[src/rtl/abro_seq_ctrl.sv]
// Table-driven stimulus sequencer for an ABRO state machine: resets the target,
// drives each stored {a,b} step for HOLD cycles, checks {o,state}, and tallies the results.
module abro_seq_ctrl #(
  parameter int unsigned DEPTH      = 8,
  parameter int unsigned HOLD       = 4,
  parameter int unsigned RST_CYCLES = 2
) (
  input  logic                       clk,
  input  logic                       reset,
  input  logic                       cfg_we,
  input  logic [$clog2(DEPTH)-1:0]   cfg_addr,
  input  logic [6:0]                 cfg_data,
  input  logic [$clog2(DEPTH):0]     num_steps,
  input  logic                       start,
  input  logic                       abort,
  output logic                       dut_a,
  output logic                       dut_b,
  output logic                       dut_reset_n,
  input  logic                       dut_o,
  input  logic [3:0]                 dut_state,
  output logic                       busy,
  output logic                       done,
  output logic [$clog2(DEPTH):0]     pass_cnt,
  output logic [$clog2(DEPTH):0]     fail_cnt,
  output logic                       fail_valid,
  output logic [$clog2(DEPTH)-1:0]   fail_step
);

  localparam int unsigned AW   = $clog2(DEPTH);
  localparam int unsigned CW   = AW + 1;
  localparam int unsigned TMAX = (HOLD > RST_CYCLES) ? HOLD : RST_CYCLES;
  localparam int unsigned TW   = $clog2(TMAX + 1);

  typedef enum logic [2:0] {S_IDLE, S_DUT_RST, S_DRIVE, S_CHECK, S_DONE} state_e;

  state_e          state_q, state_d;
  logic [TW-1:0]   tmr_q, tmr_d;
  logic [AW-1:0]   idx_q, idx_d;
  logic [CW-1:0]   steps_q, steps_d;
  logic [CW-1:0]   pass_q, pass_d, fail_q, fail_d;
  logic            fv_q, fv_d;
  logic [AW-1:0]   fs_q, fs_d;
  logic            dut_a_q, dut_a_d, dut_b_q, dut_b_d;
  logic            dut_reset_n_q, dut_reset_n_d;
  logic            busy_q, busy_d, done_q, done_d;
  logic [6:0]      tbl_q [DEPTH];
  logic [6:0]      cur_c, drv_c;
  logic            last_c, match_c;

  // Entry layout: [6]=a [5]=b [4]=exp_o [3:0]=exp_state
  assign cur_c   = tbl_q[idx_q];
  assign last_c  = (CW'(idx_q) + CW'(1)) == steps_q;
  assign match_c = (dut_o == cur_c[4]) && (dut_state == cur_c[3:0]);

  // Step table: writable only while idle, never reset
  always_ff @(posedge clk) begin
    if (cfg_we && (state_q == S_IDLE)) tbl_q[cfg_addr] <= cfg_data;
  end

  always_ff @(posedge clk or negedge reset) begin
    if (!reset) state_q <= S_IDLE;
    else        state_q <= state_d;
  end

  always_comb begin
    state_d = state_q;
    case (state_q)
      S_IDLE:    if (start && (num_steps != '0)) state_d = S_DUT_RST;
      S_DUT_RST: if (tmr_q == TW'(RST_CYCLES - 1)) state_d = S_DRIVE;
      S_DRIVE:   if (tmr_q == TW'(HOLD - 1)) state_d = S_CHECK;
      S_CHECK:   state_d = last_c ? S_DONE : S_DRIVE;
      S_DONE:    state_d = S_IDLE;
      default:   state_d = S_IDLE;
    endcase
    if (abort && (state_q != S_IDLE)) state_d = S_IDLE;
  end

  // Outputs are computed from the next state so they line up with the state they belong to
  always_comb begin
    tmr_d         = '0;
    idx_d         = idx_q;
    steps_d       = steps_q;
    pass_d        = pass_q;
    fail_d        = fail_q;
    fv_d          = fv_q;
    fs_d          = fs_q;
    done_d        = 1'b0;
    drv_c         = '0;
    dut_a_d       = 1'b0;
    dut_b_d       = 1'b0;

    if ((state_d == state_q) && ((state_q == S_DUT_RST) || (state_q == S_DRIVE)))
      tmr_d = tmr_q + TW'(1);

    if ((state_q == S_IDLE) && start) begin
      pass_d = '0;
      fail_d = '0;
      fv_d   = 1'b0;
      fs_d   = '0;
      idx_d  = '0;
      if (num_steps == '0) done_d = 1'b1;
      else steps_d = (num_steps > CW'(DEPTH)) ? CW'(DEPTH) : num_steps;
    end

    if ((state_q == S_CHECK) && !abort) begin
      if (match_c) begin
        pass_d = pass_q + CW'(1);
      end else begin
        fail_d = fail_q + CW'(1);
        if (!fv_q) begin
          fv_d = 1'b1;
          fs_d = idx_q;
        end
      end
      if (!last_c) idx_d = idx_q + AW'(1);
    end

    if (state_d == S_DONE) done_d = 1'b1;
    busy_d        = (state_d != S_IDLE);
    dut_reset_n_d = (state_d != S_DUT_RST);
    if ((state_d == S_DRIVE) || (state_d == S_CHECK)) begin
      drv_c   = tbl_q[idx_d];
      dut_a_d = drv_c[6];
      dut_b_d = drv_c[5];
    end
  end

  always_ff @(posedge clk or negedge reset) begin
    if (!reset) begin
      tmr_q         <= '0;
      idx_q         <= '0;
      steps_q       <= '0;
      pass_q        <= '0;
      fail_q        <= '0;
      fv_q          <= 1'b0;
      fs_q          <= '0;
      dut_a_q       <= 1'b0;
      dut_b_q       <= 1'b0;
      dut_reset_n_q <= 1'b1;
      busy_q        <= 1'b0;
      done_q        <= 1'b0;
    end else begin
      tmr_q         <= tmr_d;
      idx_q         <= idx_d;
      steps_q       <= steps_d;
      pass_q        <= pass_d;
      fail_q        <= fail_d;
      fv_q          <= fv_d;
      fs_q          <= fs_d;
      dut_a_q       <= dut_a_d;
      dut_b_q       <= dut_b_d;
      dut_reset_n_q <= dut_reset_n_d;
      busy_q        <= busy_d;
      done_q        <= done_d;
    end
  end

  assign dut_a       = dut_a_q;
  assign dut_b       = dut_b_q;
  assign dut_reset_n = dut_reset_n_q;
  assign busy        = busy_q;
  assign done        = done_q;
  assign pass_cnt    = pass_q;
  assign fail_cnt    = fail_q;
  assign fail_valid  = fv_q;
  assign fail_step   = fs_q;

endmodule
[config.mk]
export PLATFORM = sky130hd
export DESIGN_NAME = abro_seq_ctrl
export DESIGN_NICKNAME = d
export VERILOG_FILES = /design/src/rtl/abro_seq_ctrl.sv
export SDC_FILE = /design/constraint.sdc
export NUM_CORES = 1
export LEC_CHECK = 0
export CORE_AREA = 2 2 122 94
export CTS_BUF_LIST = sky130_fd_sc_hd__clkbuf_4
export DETAILED_ROUTE_END_ITERATION = 6
export DIE_AREA = 0 0 124 96
export GPL_TIMING_DRIVEN = 0
export SYNTH_ARGS = -nofsm -noshare
export SYNTH_HDL_FRONTEND = slang
export SYNTH_SLANG_ARGS = --single-unit
[constraint.sdc]
create_clock -name clk -period 7.3 [get_ports clk]
set_input_delay 2.19 -clock clk [delete_from_list [all_inputs] [get_ports clk]]
set_output_delay 2.19 -clock clk [all_outputs]
set_load 0.005 [all_outputs]
Word level (Yosys, flattened, before mapping)
Memories as Yosys holds them, arrays and structs flattened.
Cells that the tools add are included.
W data, S select, Z words.
{"block": "totals", "register_bits": 30, "latchBits": 0, "ram_bits": 56, "mem_bits_ro": 0, "input_bits": 24, "out_inout_bits": 17, "wordCells": 82, "mem_count": 1}
{"name": "tbl_q", "words": 8, "width": 7, "read_ports": 2, "rd_clocked_by_memory_dff": 0, "wr": 1, "line": "46", "text": "logic [6:0] tbl_q [DEPTH];"}
{"block": "op_classes", "add_sub_neg": 5, "n_mul": 0, "n_div": 0, "magnitude_cmp": 1, "eq_ne": 13, "shift": 0, "n_mux": 32, "n_bitwise": 1, "reduce_logical": 16}
{"cell": "$mux W3", "count": 13}
{"cell": "$mux W4", "count": 7}
{"cell": "$eq A3 B2 Y1 const B", "count": 5}
{"cell": "$pmux W3 S4", "count": 1}
{"cell": "$mux W1", "count": 11}
{"cell": "$add A4 B1 Y4 const B", "count": 2}
{"cell": "$eq A4 B4 Y1", "count": 2}
{"cell": "$logic_and A1 B1 Y1", "count": 7}
{"cell": "$add A3 B1 Y3 const B", "count": 2}
{"cell": "$eq A3 B1 Y1 const B", "count": 2}
{"cell": "$reduce_bool A3 Y1", "count": 2}
{"cell": "$add A3 B1 Y4 const B", "count": 1}
{"cell": "$gt A4 B4 Y1 const B", "count": 1}
{"cell": "$logic_not A4 Y1", "count": 1}
{"cell": "$reduce_bool A4 Y1", "count": 1}
{"cell": "$eq A3 B3 Y1", "count": 1}
{"cell": "$eq A3 B3 Y1 const B", "count": 1}
{"cell": "$logic_not A3 Y1", "count": 1}
{"cell": "$ne A3 B1 Y1 const B", "count": 1}
{"cell": "$logic_or A1 B1 Y1", "count": 2}
{"cell": "$reduce_and A2 Y1", "count": 1}
{"cell": "$eq A1 B1 Y1", "count": 1}
{"cell": "$logic_not A1 Y1", "count": 1}
{"cell": "$not A1 Y1", "count": 1}

Logic depth before layout (Yosys ltp)
{"block": "depth", "depth_word": 8, "ltp_mapped": 10, "ltp_nobuf": 8}

Worst setup path after synthesis
Ideal clock, no wire load.
{"block": "synth_timing", "path_type": "input to register", "start": "in abort", "end": "reg dut_a_q (netlist: dut_a)", "setup_ns": 0.139, "arrival_time_ns": 3.780, "required_ns": 7.161, "setup_slack_ns": 3.381, "path_stages": 9, "path_buffers": 2, "cell_sequence": "nor4bb_1 > buf_2 > o21a_1 > a22o_1 > buf_2 > a21o_1 > inv_1 > a2111oi_0 > nor4_1"}
{"block": "synth_via", "elab_chain_len": 5, "word_cells_on_any_way": 10, "cone_classes": "eq/ne (2); mux (3); reduce/logical (4); memory (1)"}
{"element": "from (decl)", "line": "15", "text": "input logic abort,"}
{"element": "$logic_not A1 Y1", "line": "105", "text": "if ((state_q == S_CHECK) && !abort) begin"}
{"element": "$logic_and A1 B1 Y1", "line": "105"}
{"element": "$mux W3", "line": "105"}
{"element": "named net idx_d[2]", "line": "38", "text": "logic [AW-1:0] idx_q, idx_d;"}
{"element": "$mem_v2 Z8 W7"}
{"element": "$mux W1", "line": "121", "text": "if ((state_d == S_DRIVE) || (state_d == S_CHECK)) begin"}
{"element": "named net dut_a_d", "line": "43", "text": "logic dut_a_q, dut_a_d, dut_b_q, dut_b_d;"}
{"element": "to (signal assigned)", "line": "150", "text": "dut_a_q <= dut_a_d;"}
{"element": "to (decl)", "line": "43"}
The timed path passes the listed nets, and every way through them passes these cells.
A chain may end at the register's enable or synchronous reset.

Worst setup path in the final report
{"block": "layout_timing", "start": "in abort", "end": "reg dut_b_q (netlist: dut_b)"}
{"block": "layout_via", "elab_chain_len": 5, "word_cells_on_any_way": 10, "cone_classes": "eq/ne (2); mux (3); reduce/logical (4); memory (1)"}
{"element": "$logic_not A1 Y1", "line": "105"}
{"element": "$logic_and A1 B1 Y1", "line": "105"}
{"element": "$mux W3", "line": "105"}
{"element": "named net idx_d[2]", "line": "38"}
{"element": "$mem_v2 Z8 W7"}
{"element": "$mux W1", "line": "121"}
{"element": "named net dut_b_d", "line": "43"}
{"element": "to (signal assigned)", "line": "151", "text": "dut_b_q <= dut_b_d;"}
{"element": "to (decl)", "line": "43"}
The timed path passes the listed nets, and every way through them passes these cells.

==> Implementation_results.wiki <==
{| class="wikitable"
! Metric !! Value
|-
| Worst setup EP type || flip-flop
|-
| Nets in the synthesized netlist || approximately 320
|-
| Multi-input combinational cell area || 1320 um2
|-
| Most used flip-flop cell after synthesis || sky130_fd_sc_hd__edfxtp_1
|-
| Share of total power in the clock network || between 20% and 30%
|-
| Number of distinct library cells after synthesis || 50
|-
| Count of final setup violators || 0
|-
| Start-to-end type of the worst setup path || input port to flip-flop
|-
| Die width || 124 um
|-
| Net switching power figure || 454 uW
|-
| Maximum fanout encountered on the critical timing path || 10
|-
| Reg2Reg Launch Point || state_q[1]$_DFF_PN0_
|-
| Setup repair after global routing missed its margin || false
|-
| Via count of the first global-routing pass || ~2500
|-
| Wire length reported by the detailed router || between 8000 and 9000 um
|-
| Result of the run || complete, no violations
|-
| Area occupied by registers || between 2000 and 2500 um2
|-
| Worst path required time || between 7 and 8 ns
|-
| Worst-case headroom to the max-slew limit || under 10%
|-
| Internal power summed over all cells || between 900 and 1000 uW
|-
| Transition time of the tightest slew-check pin || roughly 1.5 ns
|-
| Avg WL per Cell || about 17 um
|-
| Portion of the clock cycle consumed by the worst path in the final layout || about three fifths
|-
| DR DRC count || 0
|-
| Arr. time, crit path || about 4.6 ns
|-
| Depth of the worst hold-timing path || 1
|-
| Post-Route Hold Slack || approximately 0.48 ns
|-
| Sw Share || between 30 and 40%
|-
| Post-route clock skew || 0.0129 ns
|-
| Synthesized instance count || 293
|-
| Max capacitance violation total || 0
|-
| H-tree lvl count || 3
|-
| Hold worst-path end || tmr_q[0]$_DFF_PN0_
|-
| Synthesized area divided by synthesized cell count || around 13 um2
|-
| Number of port buffers || 40
|-
| Global-route wire length before repair || roughly 13000 um
|-
| GRT Overall Usage || between 15 and 20%
|-
| Count of antenna-violating nets left after detailed routing || 0
|-
| Time the worst path needs with I/O delays and setup || approximately 4.3 ns
|-
| Core Footprint || between 10000 and 15000 um2
|-
| Vias per cell || a little over 5
|-
| Reg2Reg Setup Slack || 4.33 ns
|-
| Global placement routability congestion || slightly below 0.9
|-
| Die area || 11900 um2
|-
| Register area share after synthesis || 62.4%
|-
| Number of resized instances in the post-cts repair step || 0
|-
| Critical register-to-register path endpoint || tbl_q[0][6]$_DFFE_PP_
|-
| Async SR Flop Fraction || 34.9%
|-
| # clock sinks || 86
|-
| Initial core utilization || around 36%
|-
| Total vias in the final route || 2499
|-
| Comb power frac || roughly 32%
|-
| Power per unit of standard cell area || between 200 and 300 nW/um2
|-
| Global route overflow || 0
|-
| Number of buffers added by the clock tree synthesis step || 9
|-
| Router iterations before antenna repair || 5
|-
| Share of post-route cells with drive strength above 1 || between 10% and 20%
|-
| Maximum number of pins on one net before global-route repair || 31
|-
| Hold Path Class || flip-flop to flip-flop
|-
| Hold path start || tmr_q[0]$_DFF_PN0_
|-
| Setup Buffers After CTS || 0
|-
| Flip-flop and latch count after synthesis || 86
|-
| Slew Limit Fails || 0
|-
| Clock tree from TritonCTS || built
|-
| Startpoint kind of the worst setup timing path || input port
|-
| Dpl hpwl || approximately 5800 um
|-
| NumNets Final || ~370
|-
| Count of boundary I/O pins || between 40 and 50
|-
| Number of core rows || 33
|-
| Total negative slack for setup checks || 0 ns
|-
| Maximum buffer depth of the clock tree || 2
|-
| Number of antenna repair diodes || 0
|-
| CTS Hold Bufs || 0
|-
| Clock latency on the worst-skew pair || ~0.44 ns
|-
| Number of antenna violations at the first check in global routing || 0
|-
| Sequential group share of total power || between 40% and 50%
|-
| Worst r2r path cells || 4
|-
| Combined area of all synthesized cells || slightly below 4000 um2
|-
| Clock slew seen by the registers of the worst setup and hold paths || about 0.13 ns
|-
| Final design utilization || between 40% and 50%
|-
| Layout fillers || 985
|-
| Maximum ir drop on the vdd rail || roughly 0.00013 V
|-
| Number of warnings issued by yosys || 0
|-
| Leakage dissipation || 0.00175 uW
|-
| FMAX || 0.231 GHz
|-
| Number of flops mapped to enable cells by yosys || 56
|-
| Number of DRC markers in iteration 0 || about 230
|-
| Hold Fails Final Rpt || 0
|-
| Layout overhead on the synthesized area || 19.0%
|-
| Library cell used as clock root buffer || sky130_fd_sc_hd__clkbuf_4
|-
| Height of the die || between 90 and 100 um
|}
## cells in the final DEF (no fill, tap or decap), types with 2 or more instances in the layout
cell type / count
sky130_fd_sc_hd__a2111oi_0: 6
sky130_fd_sc_hd__nor4_1: 2
sky130_fd_sc_hd__nand2b_1: 6
sky130_fd_sc_hd__xor2_1: 7
sky130_fd_sc_hd__o21a_1: 2
sky130_fd_sc_hd__mux4_1: 2
sky130_fd_sc_hd__clkbuf_4: 10
sky130_fd_sc_hd__clkdlybuf4s50_1: 39
sky130_fd_sc_hd__xnor2_1: 2
sky130_fd_sc_hd__and3_1: 2
sky130_fd_sc_hd__or4_1: 4
sky130_fd_sc_hd__edfxtp_1: 56
sky130_fd_sc_hd__nor2_1: 14
sky130_fd_sc_hd__a21oi_1: 14
sky130_fd_sc_hd__nor3_1: 6
sky130_fd_sc_hd__inv_1: 20
sky130_fd_sc_hd__or3_1: 2
sky130_fd_sc_hd__clkinv_4: 3
sky130_fd_sc_hd__o31ai_1: 2
sky130_fd_sc_hd__nand3b_1: 2
sky130_fd_sc_hd__nand2_1: 25
sky130_fd_sc_hd__ha_1: 6
sky130_fd_sc_hd__a211oi_1: 10
sky130_fd_sc_hd__o21ai_0: 8
sky130_fd_sc_hd__buf_2: 5
sky130_fd_sc_hd__dfrtp_1: 29
sky130_fd_sc_hd__mux4_2: 8
sky130_fd_sc_hd__bufinv_16: 2
sky130_fd_sc_hd__mux2i_1: 16
sky130_fd_sc_hd__nand3_1: 11
sky130_fd_sc_hd__clkbuf_1: 4
## registers in the layout (all words and copies together) (netlist names), 3 cells and up
| register | flops |
|---|---|
| steps_q | 4 |
| tmr_q | 3 |
| state_q | 3 |
| fail_cnt | 4 |
| fail_step | 3 |
| tbl_q | 56 |
| pass_cnt | 4 |
| idx_q | 3 |
## layer usage
metal / GRT usage [%] / vias up / routed length, um
li1: - / 1212 / -
met1: 20.9 / 1220 / 3750
met2: 22.8 / 62 / 3730
met3: 4.21 / 5 / 533
met4: 5.06 / 0 / 63
met5: 0 / - / 0
## layout make-up
| type | instances | area share [%] |
|---|---|---|
| Buffer | 12 | 1.51 |
| Sequential cell | 86 | 52.5 |
| Timing Repair Buffer | 40 | 8.52 |
| Clock inverter | 6 | 2.05 |
| Inverter | 21 | 1.70 |
| Multi-Input combinational cell | 174 | 28.4 |
| Clock buffer | 10 | 1.62 |
| Tap cell | 140 | 3.78 |
## power groups by stage
| stage | sequential [uW] | clock (uW) | combinational [uW] |
|---|---|---|---|
| 2_1_floorplan | 608 | 0 | 300 |
| 3_3_place_gp | 617 | 0 | 432 |
| 3_5_place_dp | 619 | 0 | 437 |
| 4_1_cts | 609 | 326 | 438 |
| 5_1_grt | 617 | 343 | 482 |
| 6_report | 608 | 314 | 434 |
## worst max-delay path: stages
cell and delay (ns):
sky130_fd_sc_hd__clkdlybuf4s50_1 0.47, sky130_fd_sc_hd__nor4bb_1 0.26, sky130_fd_sc_hd__buf_2 0.27, sky130_fd_sc_hd__o21a_1 0.22, sky130_fd_sc_hd__a22o_1 0.15, sky130_fd_sc_hd__buf_2 0.22, sky130_fd_sc_hd__a21o_1 0.20, sky130_fd_sc_hd__inv_1 0.08
sky130_fd_sc_hd__a2111oi_0 0.45, sky130_fd_sc_hd__nor4_1 0.12
## through the flow
step	power, uW	worst slack, ns	area [um2]	std cells
3_5_place_dp	1060	2.54	4470	473
6_report	1360	2.96	4640	489
3_3_place_gp	1050	2.57	4470	473
5_1_grt	1440	2.79	4640	489
2_1_floorplan	909	3.38	3900	293
4_1_cts	1370	3.05	4640	489
## cells by family (layout without fill, tap and decap cells)
| logic type | count (synthesis) | count (layout) | share of synthesized area, % |
|---|---|---|---|
| flops | 86 | 86 | 62.4 |
| compound gates | 53 | 53 | 9.44 |
| simple gates | 79 | 79 | 10.0 |
| mux | 27 | 27 | 10.4 |
| buf+inv | 33 | 89 | 3.82 |
| fa+ha+maj | 6 | 6 | 1.93 |
| xor+xnor | 9 | 9 | 2.02 |
## synthesized netlist by cell type (4+ instances only)
master	number	share of area [%]
sky130_fd_sc_hd__a2111oi_0	6	1.3
sky130_fd_sc_hd__a211oi_1	10	1.9
sky130_fd_sc_hd__a21oi_1	14	1.8
sky130_fd_sc_hd__buf_2	4	0.51
sky130_fd_sc_hd__clkbuf_1	4	0.38
sky130_fd_sc_hd__dfrtp_1	29	19
sky130_fd_sc_hd__edfxtp_1	56	43
sky130_fd_sc_hd__ha_1	6	1.9
sky130_fd_sc_hd__inv_1	20	1.9
sky130_fd_sc_hd__mux2i_1	16	4.1
sky130_fd_sc_hd__mux4_2	8	4.6
sky130_fd_sc_hd__nand2_1	25	2.4
sky130_fd_sc_hd__nand2b_1	6	0.96
sky130_fd_sc_hd__nand3_1	11	1.4
sky130_fd_sc_hd__nor2_1	14	1.3
sky130_fd_sc_hd__nor3_1	6	0.77
sky130_fd_sc_hd__o21ai_0	8	1.0
sky130_fd_sc_hd__or4_1	4	0.77
sky130_fd_sc_hd__xor2_1	7	1.6
## worst max path at each step
stage | endpoint | startpoint | slack, ns
2_1_floorplan | dut_a$_DFF_PN0_ | abort | 3.38
3_3_place_gp | dut_b$_DFF_PN0_ | abort | 2.57
3_5_place_dp | dut_a$_DFF_PN0_ | abort | 2.54
4_1_cts | dut_b$_DFF_PN0_ | abort | 3.05
5_1_grt | dut_a$_DFF_PN0_ | abort | 2.79
6_report | dut_b$_DFF_PN0_ | abort | 2.96
Note: power is estimated with default switching activity, not from simulation.
